==> src/rtl/ahb_bus_matrix_in_stage.sv <==
// Slave-side input stage of the AHB bus matrix. An address phase that the
// output stage cannot take at once is captured, the master is stalled, and
// the captured phase is replayed when the output stage grants this port.
// The data-phase ready/response from the owning output stage is returned
// to the master.
//
// Handshake: a transfer is presented on *_ip whenever held_tran_ip=1; it is
// taken by an output stage in a cycle where active_ip=1 and readyout_ip=1
// (accept). A presented transfer is kept stable until it is accepted.
module ahb_bus_matrix_in_stage #(
  parameter int ADDR_W  = 32,
  parameter int AUSER_W = 32,
  parameter int MID_W   = 4
) (
  input  logic               HCLK,
  input  logic               HRESETn,
  input  logic               HSELS,
  input  logic [ADDR_W-1:0]  HADDRS,
  input  logic [AUSER_W-1:0] HAUSERS,
  input  logic [1:0]         HTRANSS,
  input  logic               HWRITES,
  input  logic [2:0]         HSIZES,
  input  logic [2:0]         HBURSTS,
  input  logic [3:0]         HPROTS,
  input  logic [MID_W-1:0]   HMASTERS,
  input  logic               HMASTLOCKS,
  input  logic               HREADYS,
  input  logic               active_ip,
  input  logic               readyout_ip,
  input  logic               resp_ip,
  output logic               sel_ip,
  output logic [ADDR_W-1:0]  addr_ip,
  output logic [AUSER_W-1:0] auser_ip,
  output logic [1:0]         trans_ip,
  output logic               write_ip,
  output logic [2:0]         size_ip,
  output logic [2:0]         burst_ip,
  output logic [3:0]         prot_ip,
  output logic [MID_W-1:0]   master_ip,
  output logic               mastlock_ip,
  output logic               held_tran_ip,
  output logic               HREADYOUTS,
  output logic               HRESPS
);

  localparam logic [1:0] TRANS_NONSEQ = 2'b10;
  localparam logic [1:0] TRANS_SEQ    = 2'b11;
  localparam logic [2:0] BURST_SINGLE = 3'b000;
  localparam logic [2:0] BURST_INCR   = 3'b001;

  logic               pend_tran;
  logic               data_phase;
  logic               trans_valid;
  logic               accept;
  logic               capture;

  logic               hold_sel;
  logic [ADDR_W-1:0]  hold_addr;
  logic [AUSER_W-1:0] hold_auser;
  logic [1:0]         hold_trans;
  logic               hold_write;
  logic [2:0]         hold_size;
  logic [2:0]         hold_burst;
  logic [3:0]         hold_prot;
  logic [MID_W-1:0]   hold_master;
  logic               hold_mastlock;

  // IDLE and BUSY never start a transfer; HTRANSS[1] marks NONSEQ/SEQ.
  assign trans_valid  = HSELS & HREADYS & HTRANSS[1];
  assign held_tran_ip = pend_tran | trans_valid;
  assign accept       = held_tran_ip & active_ip & readyout_ip;
  // Bus activity is ignored while a transfer is already held (frozen hold).
  assign capture      = trans_valid & ~accept & ~pend_tran;

  // Pending flag: set when a live transfer is not taken, cleared on replay.
  always_ff @(posedge HCLK or negedge HRESETn) begin
    if (!HRESETn) begin
      pend_tran <= 1'b0;
    end else if (pend_tran && accept) begin
      pend_tran <= 1'b0;
    end else if (capture) begin
      pend_tran <= 1'b1;
    end
  end

  // Data-phase flag: opens on accept, closes when the owner reports ready.
  always_ff @(posedge HCLK or negedge HRESETn) begin
    if (!HRESETn) begin
      data_phase <= 1'b0;
    end else if (accept) begin
      data_phase <= 1'b1;
    end else if (readyout_ip) begin
      data_phase <= 1'b0;
    end
  end

  // Hold registers: load the full address phase only on capture.
  always_ff @(posedge HCLK or negedge HRESETn) begin
    if (!HRESETn) begin
      hold_sel      <= 1'b0;
      hold_addr     <= '0;
      hold_auser    <= '0;
      hold_trans    <= 2'b00;
      hold_write    <= 1'b0;
      hold_size     <= 3'b000;
      hold_burst    <= 3'b000;
      hold_prot     <= 4'b0000;
      hold_master   <= '0;
      hold_mastlock <= 1'b0;
    end else if (capture) begin
      hold_sel      <= HSELS;
      hold_addr     <= HADDRS;
      hold_auser    <= HAUSERS;
      hold_trans    <= HTRANSS;
      hold_write    <= HWRITES;
      hold_size     <= HSIZES;
      hold_burst    <= HBURSTS;
      hold_prot     <= HPROTS;
      hold_master   <= HMASTERS;
      hold_mastlock <= HMASTLOCKS;
    end
  end

  // Address mux: held phase while pending, otherwise live pass-through.
  // A replayed SEQ becomes NONSEQ (and a non-SINGLE burst becomes INCR)
  // because the slave never saw the beat that preceded it.
  always_comb begin
    sel_ip      = HSELS;
    addr_ip     = HADDRS;
    auser_ip    = HAUSERS;
    trans_ip    = HTRANSS;
    write_ip    = HWRITES;
    size_ip     = HSIZES;
    burst_ip    = HBURSTS;
    prot_ip     = HPROTS;
    master_ip   = HMASTERS;
    mastlock_ip = HMASTLOCKS;
    if (pend_tran) begin
      sel_ip      = hold_sel;
      addr_ip     = hold_addr;
      auser_ip    = hold_auser;
      trans_ip    = hold_trans;
      write_ip    = hold_write;
      size_ip     = hold_size;
      burst_ip    = hold_burst;
      prot_ip     = hold_prot;
      master_ip   = hold_master;
      mastlock_ip = hold_mastlock;
      if (hold_trans == TRANS_SEQ) begin
        trans_ip = TRANS_NONSEQ;
        if (hold_burst != BURST_SINGLE) begin
          burst_ip = BURST_INCR;
        end
      end
    end
  end

  // Master-facing ready/response: stall while pending, else follow owner.
  always_comb begin
    HREADYOUTS = 1'b1;
    HRESPS     = 1'b0;
    if (pend_tran) begin
      HREADYOUTS = 1'b0;
    end else if (data_phase) begin
      HREADYOUTS = readyout_ip;
    end
    if (data_phase) begin
      HRESPS = resp_ip;
    end
  end

endmodule

==> config.mk <==
export PLATFORM = sky130hd
export DESIGN_NAME = ahb_bus_matrix_in_stage
export DESIGN_NICKNAME = d
export VERILOG_FILES = /design/src/rtl/ahb_bus_matrix_in_stage.sv
export SDC_FILE = /design/constraint.sdc
export NUM_CORES = 1
export LEC_CHECK = 0
export BUFFER_PORTS_ARGS = -buffer_cell sky130_fd_sc_hd__buf_2
export CORE_ASPECT_RATIO = 0.8
export CORE_MARGIN = 8
export CORE_UTILIZATION = 35
export CTS_BUF_LIST = sky130_fd_sc_hd__clkbuf_4 sky130_fd_sc_hd__clkbuf_8
export DETAILED_ROUTE_END_ITERATION = 10
export SLEW_MARGIN = 20
export SYNTH_ARGS = -nofsm -noshare
export SYNTH_HDL_FRONTEND = slang
export SYNTH_SLANG_ARGS = --single-unit
==> constraint.sdc <==
create_clock -name HCLK -period 1.6 [get_ports HCLK]
set_input_delay 0.32 -clock HCLK [delete_from_list [all_inputs] [get_ports HCLK]]
set_output_delay 0.32 -clock HCLK [all_outputs]
set_load 0.005 [all_outputs]
Yosys cells after proc, flatten, opt, wreduce, memory -nomap -nowiden
Cells that the tools add are included.
Widths: inputs -> output; s select.
- bits in registers: 85
- bits in latches: 0
- bits in writable memories: 0
- bits in read-only memories: 0
- input bits: 89
- output and inout bits: 86
- memories kept: 0
- $add $sub $neg: 0
- multiply operators: 0
- div/mod/pow operators: 0
- magnitude comparators: 0
- equal/unequal tests: 1
- shift operators: 0
- mux-type cells: 20
- bitwise logic cells: 9
- reduce and logical (&&, ||, !) cells: 4
- operators with widths (cell ; number):
    $mux 32 ; 2
    $mux 3 ; 4
    $mux 1 ; 10
    $mux 4 ; 2
    $and 1x1->1 ; 6
    $mux 2 ; 2
    $reduce_bool 2->1 ; 2
    $reduce_bool 3->1 ; 1
    $eq 2x2->1 const B ; 1
    $not 1->1 ; 2
    $logic_and 1x1->1 ; 1
    $or 1x1->1 ; 1

Longest topological paths before layout
- depth after elaboration: 10
- depth in mapped cells: 6
- gate-level depth less buffers: 3

Worst setup path before layout
No wires, ideal clock.
- path kind: register to register
- start point: register pend_tran
- end point: register hold_addr[13]
- setup time: 0.125 ns
- data arrival time: 1.305 ns
- required time: 1.475 ns
- slack: 0.170 ns
- stages on the path, launching flop included: 7
- path buffers: 3
- clock period less this slack: 1.430 ns
- cells stage by stage: dfrtp_1 buf_2 a21oi_2 nand4_1 buf_4 buf_6 mux2_4
- word-level cells in the longest chain between the ends: 6
- ends and longest elaborated chain (element ; line ; RTL):
    start: declaration ; 51 ; logic pend_tran;
    start signal: assignment ; 78 ; pend_tran <= 1'b0;
    start signal: assignment ; 80 ; pend_tran <= 1'b0;
    start signal: assignment ; 82 ; pend_tran <= 1'b1;
    $or 1x1->1 ; 70 ; assign held_tran_ip = pend_tran | trans_valid;
    $and 1x1->1 (2 in a row) ; 71 ; assign accept = held_tran_ip & active_ip & readyout_ip;
    $not 1->1 ; 73 ; assign capture = trans_valid & ~accept & ~pend_tran;
    $and 1x1->1 ; 73 ;
    $and 1x1->1 (*) ; 73 ;
    end signal: assignment ; 101 ; hold_addr <= '0;
    end signal: assignment ; 112 ; hold_addr <= HADDRS;
    end: declaration ; 58 ; logic [ADDR_W-1:0] hold_addr;
Every way passes the cells marked *; elsewhere a longest branch is shown, timed or not.
A chain may end at the register's enable or synchronous reset.

Worst setup path after layout
- start point: register pend_tran
- end point: output port auser_ip[8]
- word-level cells in the longest chain between the ends: 1
- ends and longest elaborated chain (element ; line ; RTL):
    $mux 32 ; 138 ; if (pend_tran) begin
    end: declaration ; 33 ; output logic [AUSER_W-1:0] auser_ip,
No other way between the ends.

==> summary.md <==
| Metric | Value |
|---|---|
| Status | finished with violations |
| Failing checks | setup timing |
| Antenna-violating nets left | 0 |
| Required @ worst endpoint | ~1.3 ns |
| DRC | 0 |
| Placer congestion estimate | 0.734 |
| Largest net degree at the start of global routing | 56 |
| Vias in the first global route | roughly 3400 |
| Max-capacitance violation count | 0 |
| Crit path launch type | register |
| Clock-pin transition on the worst setup and hold timing paths | roughly 0.08 ns |
| Fin crit share | 1.20 |
| Sequential share of the synthesized area | 0.477 |
| Synth warnings | 0 |
| Count of different cell masters after synthesis | 20 |
| Final HPWL DP | a little under 8000 um |
| FMAX | between 500 and 600 MHz |
| Final nets | 567 |
| Area of the core | 12600 um2 |
| First-pass GRT wire length | roughly 17000 um |
| CTS tree | built |
| Worst-skew pair later-pin latency | ~0.35 ns |
| Syn nets | 379 |
| Final hold vios | 0 |
| RSZ-0062 raised after global routing | true |
| Seq cells post-synth | 85 |
| Die ar. | about 17000 um2 |
| Worst Max-Slew Pin Slew | between 0.4 and 0.5 ns |
| HP Class | in2reg |
| Syn-to-layout area delta | 34.2% |
| Max Clock Skew | between 0.005 and 0.006 ns |
| Routed vias/inst | around 4.6 |
| Clk sinks | between 80 and 90 |
| N_diodes | 0 |
| P per Cell Area | about 1000 nW/um2 |
| Relative slew slack | 0.724 |
| # IOs | between 150 and 200 |
| Drt pass-1 iters | 4 |
| Worst vdd ir | 0.000511 V |
| Initial antenna violation count | 0 |
| Pre-CTS WS | a little under 0.03 ns |
| Worst setup EP type | output port |
| Final Slew Violations | 0 |
| Detailed-route via count | about 3000 |
| Path depth of the worst reg2reg path | 6 |
| Clk root buf | clkbuf_8 |
| Period minus WS final | 1.92 ns |
| Routed len/inst | approximately 17 um |
| Leakage power | roughly 3.0 nW |
| Synth Cell Area | approximately 4500 um2 |
| Buffers on Ports | 174 |
| Arrival time of the worst setup path | ~1.6 ns |
| Grt ovf | 0 |
| Setup CP Type | reg2out |
| Final wirelength | around 11000 um |
| Setup_tns | -31.61 ns |
| Initial Util | 0.353 |
| CTS buffer count | 9 |
| Syn avg cell area | 15.4 um2 |
| Fin worst setup slack | -0.323 ns |
| Worst Hold Path Cells | 2 |
| Instance count of the mapped netlist | 290 |
| Row count | 37 |
| H-tree levels | 3 |
| GRT Total Usage | 0.131 |
| Ratio of cells with drive above 1 in the final layout | 0.778 |
| Initial DRC count | 71 |
| # setup viols final | 165 |
| Die Y | between 100 and 150 um |
| CP max FO | 14 |
| DIE WIDTH | 142 um |
| Max clock buf depth | 2 |
## per-stage QoR
| stage | util | cell area, um2 | hold WS, ns | cells | power [mW] |
|---|---|---|---|---|---|
| floorplan | - | 4460 | 0.0244 | 290 | 3.98 |
| global placement | 0.443 | 5600 | 0.282 | 631 | 4.64 |
| detailed placement | 0.443 | 5600 | 0.283 | 631 | 4.68 |
| CTS | 0.463 | 5850 | 0.156 | 652 | 6.14 |
| global route | 0.474 | 5990 | 0.173 | 658 | 6.47 |
| finish | 0.474 | 5990 | 0.191 | 658 | 6.07 |
## synth_stat cells, drive strengths merged
master,number,area share
nor2,1,0.00084
o2bb2ai,1,0.0020
buf,19,0.032
nand2b,2,0.0028
and2,1,0.0014
nand2,3,0.0025
mux2,160,0.46
o22ai,1,0.0014
dfrtp,85,0.48
a31oi,2,0.0028
inv,6,0.0050
o211ai,1,0.0017
o21ai,2,0.0022
nand3,2,0.0022
nand4,1,0.0014
a21oi,3,0.0042
## cell usage in the layout (no fill, tap or decap), types with 3 or more instances in the layout
cell         n
clkbuf_8     9
clkbuf_16    3
mux2_4      68
buf_4        7
nand2_1      3
clkinv_2     4
dfrtp_1     84
mux2_2      92
buf_16       4
buf_2      173
inv_1        6
buf_12       6
## report_power, final
part           switching (mW)  internal, mW
registers               0.240          2.60
logic                   0.662          1.25
clock network           0.738         0.589
total                    1.64          4.43
## routing by layer
layer	global-route usage	vias up	part of all wire
met5	0	-	0
met4	0.0371	0	0.0080
met3	0.0543	9	0.081
met2	0.212	95	0.48
met1	0.158	1480	0.43
li1	-	1427	-
## state kept, by name, indices dropped and copies added, names as in the netlist
name           count
hold_mastlock      1
hold_write         1
hold_master        4
hold_prot          4
hold_burst         3
hold_sel           1
hold_size          3
pend_tran          1
hold_trans         2
data_phase         1
hold_auser        32
hold_addr         32
## cells by family after synthesis
family          after synthesis  share of synthesized area
buf+inv                      25                     0.0367
compound gates               10                     0.0143
simple gates                 10                     0.0112
mux                         160                      0.461
flops                        85                      0.477
## critical path, stage by stage (launching register included)
cell       delay (ns)
dfrtp_4          0.51
buf_4            0.16
clkbuf_16        0.18
mux2_2           0.28
buf_2            0.13
## layout make-up
type	instances	area, um2
Fill cell	1163	6650
Multi-Input combinational cell	180	2190
Sequential cell	85	2130
Timing Repair Buffer	196	1260
Tap cell	175	219
Clock buffer	11	139
Clock inverter	5	27.5
Inverter	6	22.5
## path summary, 6_finish.rpt
kind | startpoint | endpoint | slack [ns]
worst max-delay path | pend_tran | auser_ip[8] | -0.32
min in group asynchronous | HRESETn | hold_addr[8] | 0.44
worst min register to register | hold_sel | hold_sel | 0.48
worst min-delay path | active_ip | pend_tran | 0.19
worst max register to register | pend_tran | hold_addr[27] | -0.11
max in group asynchronous | HRESETn | hold_prot[2] | 0.61
## repair_timing
item,in CTS,in global routing
buffers inserted,3,2
endpoints found under the hold margin,27,0
resized for setup,5,6
endpoints found under the setup margin,85,165
gates cloned,1,4
pin swaps,1,0
hold buffers,1,0
No activity file was read; power rests on OpenSTA's default activity.
